==> config.mk <==
export PLATFORM = sky130hd
export DESIGN_NAME = y_muldiv
export DESIGN_NICKNAME = d
export VERILOG_FILES = /design/src/rtl/y_pkg.sv /design/src/rtl/y_muldiv_step.sv /design/src/rtl/y_muldiv.sv
export SDC_FILE = /design/constraint.sdc
export NUM_CORES = 1
export LEC_CHECK = 0
export CAP_MARGIN = 20
export CELL_PAD_IN_SITES_DETAIL_PLACEMENT = 1
export CELL_PAD_IN_SITES_GLOBAL_PLACEMENT = 1
export CORE_ASPECT_RATIO = 0.9
export CORE_MARGIN = 2
export CORE_UTILIZATION = 41
export DETAILED_ROUTE_END_ITERATION = 16
export PLACE_DENSITY_LB_ADDON = 0.1
export SYNTH_ARGS = -nofsm -noshare
export SYNTH_HDL_FRONTEND = slang
export SYNTH_SLANG_ARGS = --single-unit
==> constraint.sdc <==
create_clock -name clk -period 4.9 [get_ports clk]
set_input_delay 0.98 -clock clk [delete_from_list [all_inputs] [get_ports clk]]
set_output_delay 0.98 -clock clk [all_outputs]
set_load 0.05 [all_outputs]
==> src/rtl/y_pkg.sv <==
// Shared opcode, state and constant definitions for the iterative multiply/divide unit.
// Latency: none (definitions only).
// Backpressure: not applicable.
package y_pkg;

  // funct3 encodings of the M-extension operations
  localparam logic [2:0] OP_MUL    = 3'b000;
  localparam logic [2:0] OP_MULH   = 3'b001;
  localparam logic [2:0] OP_MULHSU = 3'b010;
  localparam logic [2:0] OP_MULHU  = 3'b011;
  localparam logic [2:0] OP_DIV    = 3'b100;
  localparam logic [2:0] OP_DIVU   = 3'b101;
  localparam logic [2:0] OP_REM    = 3'b110;
  localparam logic [2:0] OP_REMU   = 3'b111;

  typedef enum logic [1:0] {
    S_IDLE = 2'd0,
    S_CALC = 2'd1,
    S_FIX  = 2'd2,
    S_DONE = 2'd3
  } state_t;

  // Most negative two's-complement value of a w-bit word, returned in 64 bits
  function automatic logic [63:0] MIN_SIGNED(input int unsigned w);
    return 64'd1 << (w - 1);
  endfunction

endpackage

==> src/rtl/y_muldiv_step.sv <==
// One iteration of shift-add multiply (mode=0) or restoring divide (mode=1) on {hi,lo}.
// Latency: purely combinational.
// Backpressure: none; the caller decides when to register the result.
module y_muldiv_step #(
  parameter int WIDTH = 32
) (
  input  logic             mode,
  input  logic [WIDTH-1:0] hi,
  input  logic [WIDTH-1:0] lo,
  input  logic [WIDTH-1:0] operand,
  output logic [WIDTH-1:0] hi_n,
  output logic [WIDTH-1:0] lo_n
);

  logic [WIDTH:0]   sum;
  logic [WIDTH:0]   rem_s;
  logic [WIDTH-1:0] diff;
  logic             ge;

  // Multiply: add multiplicand when lo[0] set, then shift {carry,hi,lo} right.
  // Divide: shift {rem,quot} left, trial-subtract divisor at WIDTH+1 bits, restore on borrow.
  always_comb begin
    sum   = {1'b0, hi} + (lo[0] ? {1'b0, operand} : {(WIDTH+1){1'b0}});
    rem_s = {hi, lo[WIDTH-1]};
    ge    = (rem_s >= {1'b0, operand});
    // When ge holds the true difference is below 2^WIDTH, so the low bits are exact
    diff  = rem_s[WIDTH-1:0] - operand;
    if (!mode) begin
      hi_n = sum[WIDTH:1];
      lo_n = {sum[0], lo[WIDTH-1:1]};
    end else if (ge) begin
      hi_n = diff;
      lo_n = {lo[WIDTH-2:0], 1'b1};
    end else begin
      hi_n = rem_s[WIDTH-1:0];
      lo_n = {lo[WIDTH-2:0], 1'b0};
    end
  end

endmodule

==> src/rtl/y_muldiv.sv <==
// Iterative RISC-V M-extension multiply/divide unit with start/ready issue and done pulse.
// Latency: done in cycle WIDTH+2 after the accepting edge, cycle 1 for divide special cases.
// Backpressure: ready low while busy; start is ignored (not queued) until ready returns.
module y_muldiv
  import y_pkg::*;
#(
  parameter int WIDTH = 32
) (
  input  logic             clk,
  input  logic             rst,
  input  logic             start,
  input  logic [2:0]       op,
  input  logic [WIDTH-1:0] a,
  input  logic [WIDTH-1:0] b,
  output logic             ready,
  output logic             busy,
  output logic             done,
  output logic [WIDTH-1:0] z
);

  localparam int CNT_W = $clog2(WIDTH + 1);
  localparam logic [CNT_W-1:0] CNT_INIT = CNT_W'(WIDTH);
  localparam logic [WIDTH-1:0] MIN_S    = WIDTH'(MIN_SIGNED(WIDTH));

  state_t           state_q, state_d;
  logic [2:0]       op_q, op_d;
  logic             neg_q, neg_d;
  logic [CNT_W-1:0] cnt_q, cnt_d;
  logic [WIDTH-1:0] hi_q, hi_d, lo_q, lo_d, opnd_q, opnd_d, z_q, z_d;
  logic             done_q, done_d, ready_q, ready_d;

  logic             a_sgn, b_sgn, b_zero, ovf;
  logic [WIDTH-1:0] a_abs, b_abs, step_hi, step_lo, res;
  logic [2*WIDTH-1:0] prod, prod_f;

  y_muldiv_step #(.WIDTH(WIDTH)) u_step (
    .mode    (op_q[2]),
    .hi      (hi_q),
    .lo      (lo_q),
    .operand (opnd_q),
    .hi_n    (step_hi),
    .lo_n    (step_lo)
  );

  // Issue-time operand conditioning: signedness per op, magnitudes, special-case detection
  always_comb begin
    a_sgn  = a[WIDTH-1] & (op == OP_MULH || op == OP_MULHSU || op == OP_DIV || op == OP_REM);
    b_sgn  = b[WIDTH-1] & (op == OP_MULH || op == OP_DIV || op == OP_REM);
    a_abs  = a_sgn ? -a : a;
    b_abs  = b_sgn ? -b : b;
    b_zero = (b == '0);
    ovf    = (a == MIN_S) && (b == '1);
  end

  // Sign fix-up and result selection from the finished {hi,lo} register
  always_comb begin
    prod   = {hi_q, lo_q};
    prod_f = neg_q ? -prod : prod;
    case (op_q)
      OP_MUL:                      res = prod_f[WIDTH-1:0];
      OP_MULH, OP_MULHSU, OP_MULHU: res = prod_f[2*WIDTH-1:WIDTH];
      OP_DIV, OP_DIVU:             res = neg_q ? -lo_q : lo_q;
      default:                     res = neg_q ? -hi_q : hi_q;
    endcase
  end

  // Next-state logic for the IDLE/CALC/FIX/DONE sequencer and its datapath registers
  always_comb begin
    state_d = state_q;
    op_d    = op_q;
    neg_d   = neg_q;
    cnt_d   = cnt_q;
    hi_d    = hi_q;
    lo_d    = lo_q;
    opnd_d  = opnd_q;
    z_d     = z_q;
    done_d  = 1'b0;
    ready_d = ready_q;
    unique case (state_q)
      S_IDLE: begin
        if (start && ready_q) begin
          op_d    = op;
          cnt_d   = CNT_INIT;
          hi_d    = '0;
          ready_d = 1'b0;
          // Remainder takes the dividend sign; quotient and product take the xor
          neg_d   = (op[2] && op[1]) ? a_sgn : (a_sgn ^ b_sgn);
          if (op[2]) begin
            lo_d   = a_abs;
            opnd_d = b_abs;
          end else begin
            lo_d   = b_abs;
            opnd_d = a_abs;
          end
          if (op[2] && b_zero) begin
            z_d     = op[1] ? a : '1;
            state_d = S_DONE;
            done_d  = 1'b1;
          end else if ((op == OP_DIV || op == OP_REM) && ovf) begin
            z_d     = op[1] ? '0 : a;
            state_d = S_DONE;
            done_d  = 1'b1;
          end else begin
            state_d = S_CALC;
          end
        end
      end
      S_CALC: begin
        hi_d = step_hi;
        lo_d = step_lo;
        // Counter holds at 1 on the last iteration so it never wraps
        if (cnt_q == CNT_W'(1)) state_d = S_FIX;
        else                    cnt_d   = cnt_q - CNT_W'(1);
      end
      S_FIX: begin
        z_d     = res;
        state_d = S_DONE;
        done_d  = 1'b1;
      end
      S_DONE: begin
        state_d = S_IDLE;
        ready_d = 1'b1;
      end
    endcase
  end

  // State and datapath registers; reset aborts any operation in flight
  always_ff @(posedge clk or posedge rst) begin
    if (rst) begin
      state_q <= S_IDLE;
      op_q    <= OP_MUL;
      neg_q   <= 1'b0;
      cnt_q   <= '0;
      hi_q    <= '0;
      lo_q    <= '0;
      opnd_q  <= '0;
      z_q     <= '0;
      done_q  <= 1'b0;
      ready_q <= 1'b1;
    end else begin
      state_q <= state_d;
      op_q    <= op_d;
      neg_q   <= neg_d;
      cnt_q   <= cnt_d;
      hi_q    <= hi_d;
      lo_q    <= lo_d;
      opnd_q  <= opnd_d;
      z_q     <= z_d;
      done_q  <= done_d;
      ready_q <= ready_d;
    end
  end

  assign ready = ready_q;
  assign busy  = ~ready_q;
  assign done  = done_q;
  assign z     = z_q;

endmodule
==> results by group <==
Status
  • Outcome: completed

Floorplan
  • Effective utilization at floorplan: 41.7%
  • Total I/O pin count: 105
  • DIE AREA: 0.0385 sq mm
  • Die X-Extent: 207 um
  • Num rows: 66
  • Chip height: 186 um
  • Floorplan Core Area: 0.0363 sq mm

Logic synthesis
  • Leading cell types by total area after synthesis: dfrtp_1, ha_1, o21ai_0
  • Asr flop ratio synth: 100%
  • Synthesized netlist net count: 2176
  • Average cell area after synthesis: 7.46 sq um
  • Post-synthesis register bit count: 142
  • Number of enable-type register cells in the synthesized netlist: 0
  • Netlist area before placement: 0.0151 sq mm
  • Post-synthesis cell type count: 82
  • Number of standard cells after synthesis: 2028
  • Most common flop cell mapped by yosys: dfrtp_1
  • Area fraction of the dominant cell type after synthesis: 23.3%
  • Synth warnings: 0
  • Part of the Yosys area used for sequential elements: 23.5%
  • Cell type with the highest aggregate area in the netlist: dfrtp_1

Clock tree
  • CTS Hold Buffers Added: 0
  • Number of CTS-inserted buffers: 17
  • Post CTS Setup Buffer Count: 0
  • Source-to-sink clock delay at the later pin of the worst-skew pair: 0.47 ns
  • TritonCTS clock tree: done
  • Count of clock tree sinks: 142
  • Max clock buf depth: 2
  • Total of cells resized after clock tree synthesis: 0
  • H-tree level count: 4
  • Clock slew at reported path FFs: 0.07 ns
  • Clock root cell: clkbuf_16

Timing
  • Number of hold violations in the final report: 0
  • Minimum clock period after layout: 4.32 ns
  • Number of pins with negative max-slew slack in the final report: 0
  • Total Negative Setup Slacks: 0 ns
  • Portion of the clock cycle consumed by the worst path in the final layout: 88.2%
  • Max-slew headroom: 25.0%
  • Worst Hold Margin: 0.484 ns
  • Maximum operating frequency: 0.231 GHz
  • Transition time at the pin with the least slew margin: 1.12 ns
  • Final worst setup slack: 0.577 ns
  • # setup viols final: 0
  • Fin Clk Skew: 0.00906 ns
  • Unrepaired setup endpoints after global routing: false

Run
  • Maximum capacitance violations: 0

Drt
  • Number of detailed-route iterations in the first pass: 5
  • Initial detailed-routing violation count: 1662
  • Final antenna-violating net count: 0
  • Remaining routing DRC violations: 0
  • Total number of vias: 16232
  • Vias per Instance: 6.36
  • Average routed wire per standard cell: 26.2 um
  • Detailed-route wire length: 66900 um

Critical path
  • Peak per-stage delay on the critical path: 0.61 ns
  • Critical path capture point type: register
  • Data arrival, critical path: 4.65 ns
  • Worst Path Class, Setup: register to register
  • Setup crit start kind: register
  • Worst path bufs/invs: 2
  • Crit-path leading delay family: compound AO/OA/AOI/OAI gates
  • Biggest fanout along the worst timing path: 14
  • Crit-path cells: inv_1 -> buf_4 -> nor2_1 -> ha_1 -> a21oi_1 -> a21boi_0 -> a311o_1 -> a211o_1 -> a41oi_1 -> o41ai_1 -> a311oi_1 -> xor2_1 -> o221ai_1
  • Endpoint required time on the critical path: 5.22 ns
  • Library cell contributing the largest single delay on the critical path: a41oi_1

Place
  • Pre-CTS setup slack: 0.434 ns
  • Placed instance count: 2520
  • Detailed placer's ending HPWL: 52400 um
  • Routability congestion estimate from global placement: 0.950
  • Count of port buffers added during placement: 104

Global routing
  • Number of antenna violations at the first check in global routing: 5
  • First-pass GRT wire length: 100000 um
  • GR Util All Layers: 35.0%
  • Pin count of the biggest net entering global routing: 117
  • Via count of the first global-routing pass: 15616
  • GRT Residual Overflow: 0

Final layout
  • Final core utilization: 47.6%
  • NumNets Final: 2212
  • Count of placed standard cells in the final layout, fillers left out: 2553
  • Layout cells sized above 1: 6.98%
  • Synthesis-to-layout area growth: 14.1%
  • Most common cell after layout, fill and taps aside: nand2_1
  • Antenna cell count: 0
  • Top library cells by usage in the layout, fill and taps aside: nand2_1, nor2_1, o21ai_0, a21oi_1, dfrtp_1
  • Filler cell count in the final layout: 4527

Power and ir drop
  • Peak supply drop: 0.000287 V
  • Power per unit of standard cell area: 443 mW/mm^2
  • Cell leakage power: 7.11 nW

Min path
  • Class of the worst hold path: register to register
-- stage by stage --
stage	instance area [sq um]	power, mW
after floorplan	15100	4.71
after global placement	16600	6.03
after detailed placement	16600	6.15
after CTS	17200	7.55
after global routing	17300	8.12
final	17300	7.65
-- cell usage after synthesis, types with 12 or more instances --
| master | count |
|---|---|
| maj3_1 | 20 |
| o21a_1 | 13 |
| and3_1 | 16 |
| clkbuf_1 | 112 |
| o221ai_1 | 17 |
| nand2b_1 | 17 |
| or4_1 | 19 |
| nand4_1 | 17 |
| mux2_2 | 21 |
| nor4_1 | 18 |
| xnor2_1 | 93 |
| ha_1 | 76 |
| o31ai_1 | 30 |
| nor2_1 | 200 |
| mux2i_1 | 43 |
| o21ai_0 | 188 |
| a22oi_1 | 23 |
| a31oi_1 | 33 |
| dfrtp_1 | 141 |
| nor3_1 | 42 |
| a21oi_1 | 186 |
| nand2_1 | 218 |
| o211ai_1 | 15 |
| a21o_1 | 30 |
| o21ai_1 | 12 |
| inv_1 | 70 |
| or3_1 | 18 |
| a211oi_1 | 36 |
| nand3_1 | 28 |
| xor2_1 | 83 |
| o22ai_1 | 12 |
| or2_2 | 15 |
-- state kept, by name (all words and copies together), names as in the netlist --
name	count
z	32
ready	1
state_q	2
cnt_q	6
done	1
op_q	3
neg_q	1
opnd_q	32
hi_q	32
lo_q	32
-- final cells by class --
cell class              instances  area (sq um)  share of cell area (%)
inverters                      71           272                    1.57
clock buffers                  20           447                    2.59
well taps                     476           596                    3.45
repair buffers                154          1460                    8.45
multi-input cells            1678         10800                    62.5
clock inverters                12           135                   0.783
flip-flops and latches        142          3560                    20.6
-- logic make-up after synthesis --
kind of cell	after synthesis	share of synthesized area (%)
xor+xnor	176	10.2
fa+ha+maj	98	7.87
compound gates	689	28.6
simple gates	651	20.1
buf+inv	208	5.38
flops	142	23.5
mux	64	4.41
-- power breakdown --
group	leakage [nW]	total (mW)	internal (mW)	switching, mW
Sequential	1.74	1.93	1.39	0.534
Clock	0.286	1.38	0.768	0.608
Combinational	5.08	4.35	1.73	2.62
Total	7.11	7.65	3.89	3.76
-- worst paths after layout --
path	start	end	slack, ns	depth (start not counted)
worst max-delay path	lo_q[0]	hi_q[30]	0.58	13
worst min-delay path	opnd_q[20]	opnd_q[20]	0.48	2
worst max register to register	lo_q[0]	hi_q[30]	0.58	13
worst min register to register	opnd_q[20]	opnd_q[20]	0.48	2
max in group asynchronous	rst	hi_q[30]	3.00	3
min in group asynchronous	rst	hi_q[9]	1.00	2
-- layer usage --
layer	up-vias	track usage [%]	part of all wire [%]
li1	7475	-	-
met1	8102	51.5	47
met2	553	51.6	43
met3	96	6.39	7.0
met4	6	11.0	2.9
met5	-	0	0.052
-- worst min-delay path, cell delays in order, from the launching register on --
cell	delay, ns
dfrtp_1	0.34
nand2_1	0.05
o21ai_0	0.06
Note: power is estimated with default switching activity, not from simulation.
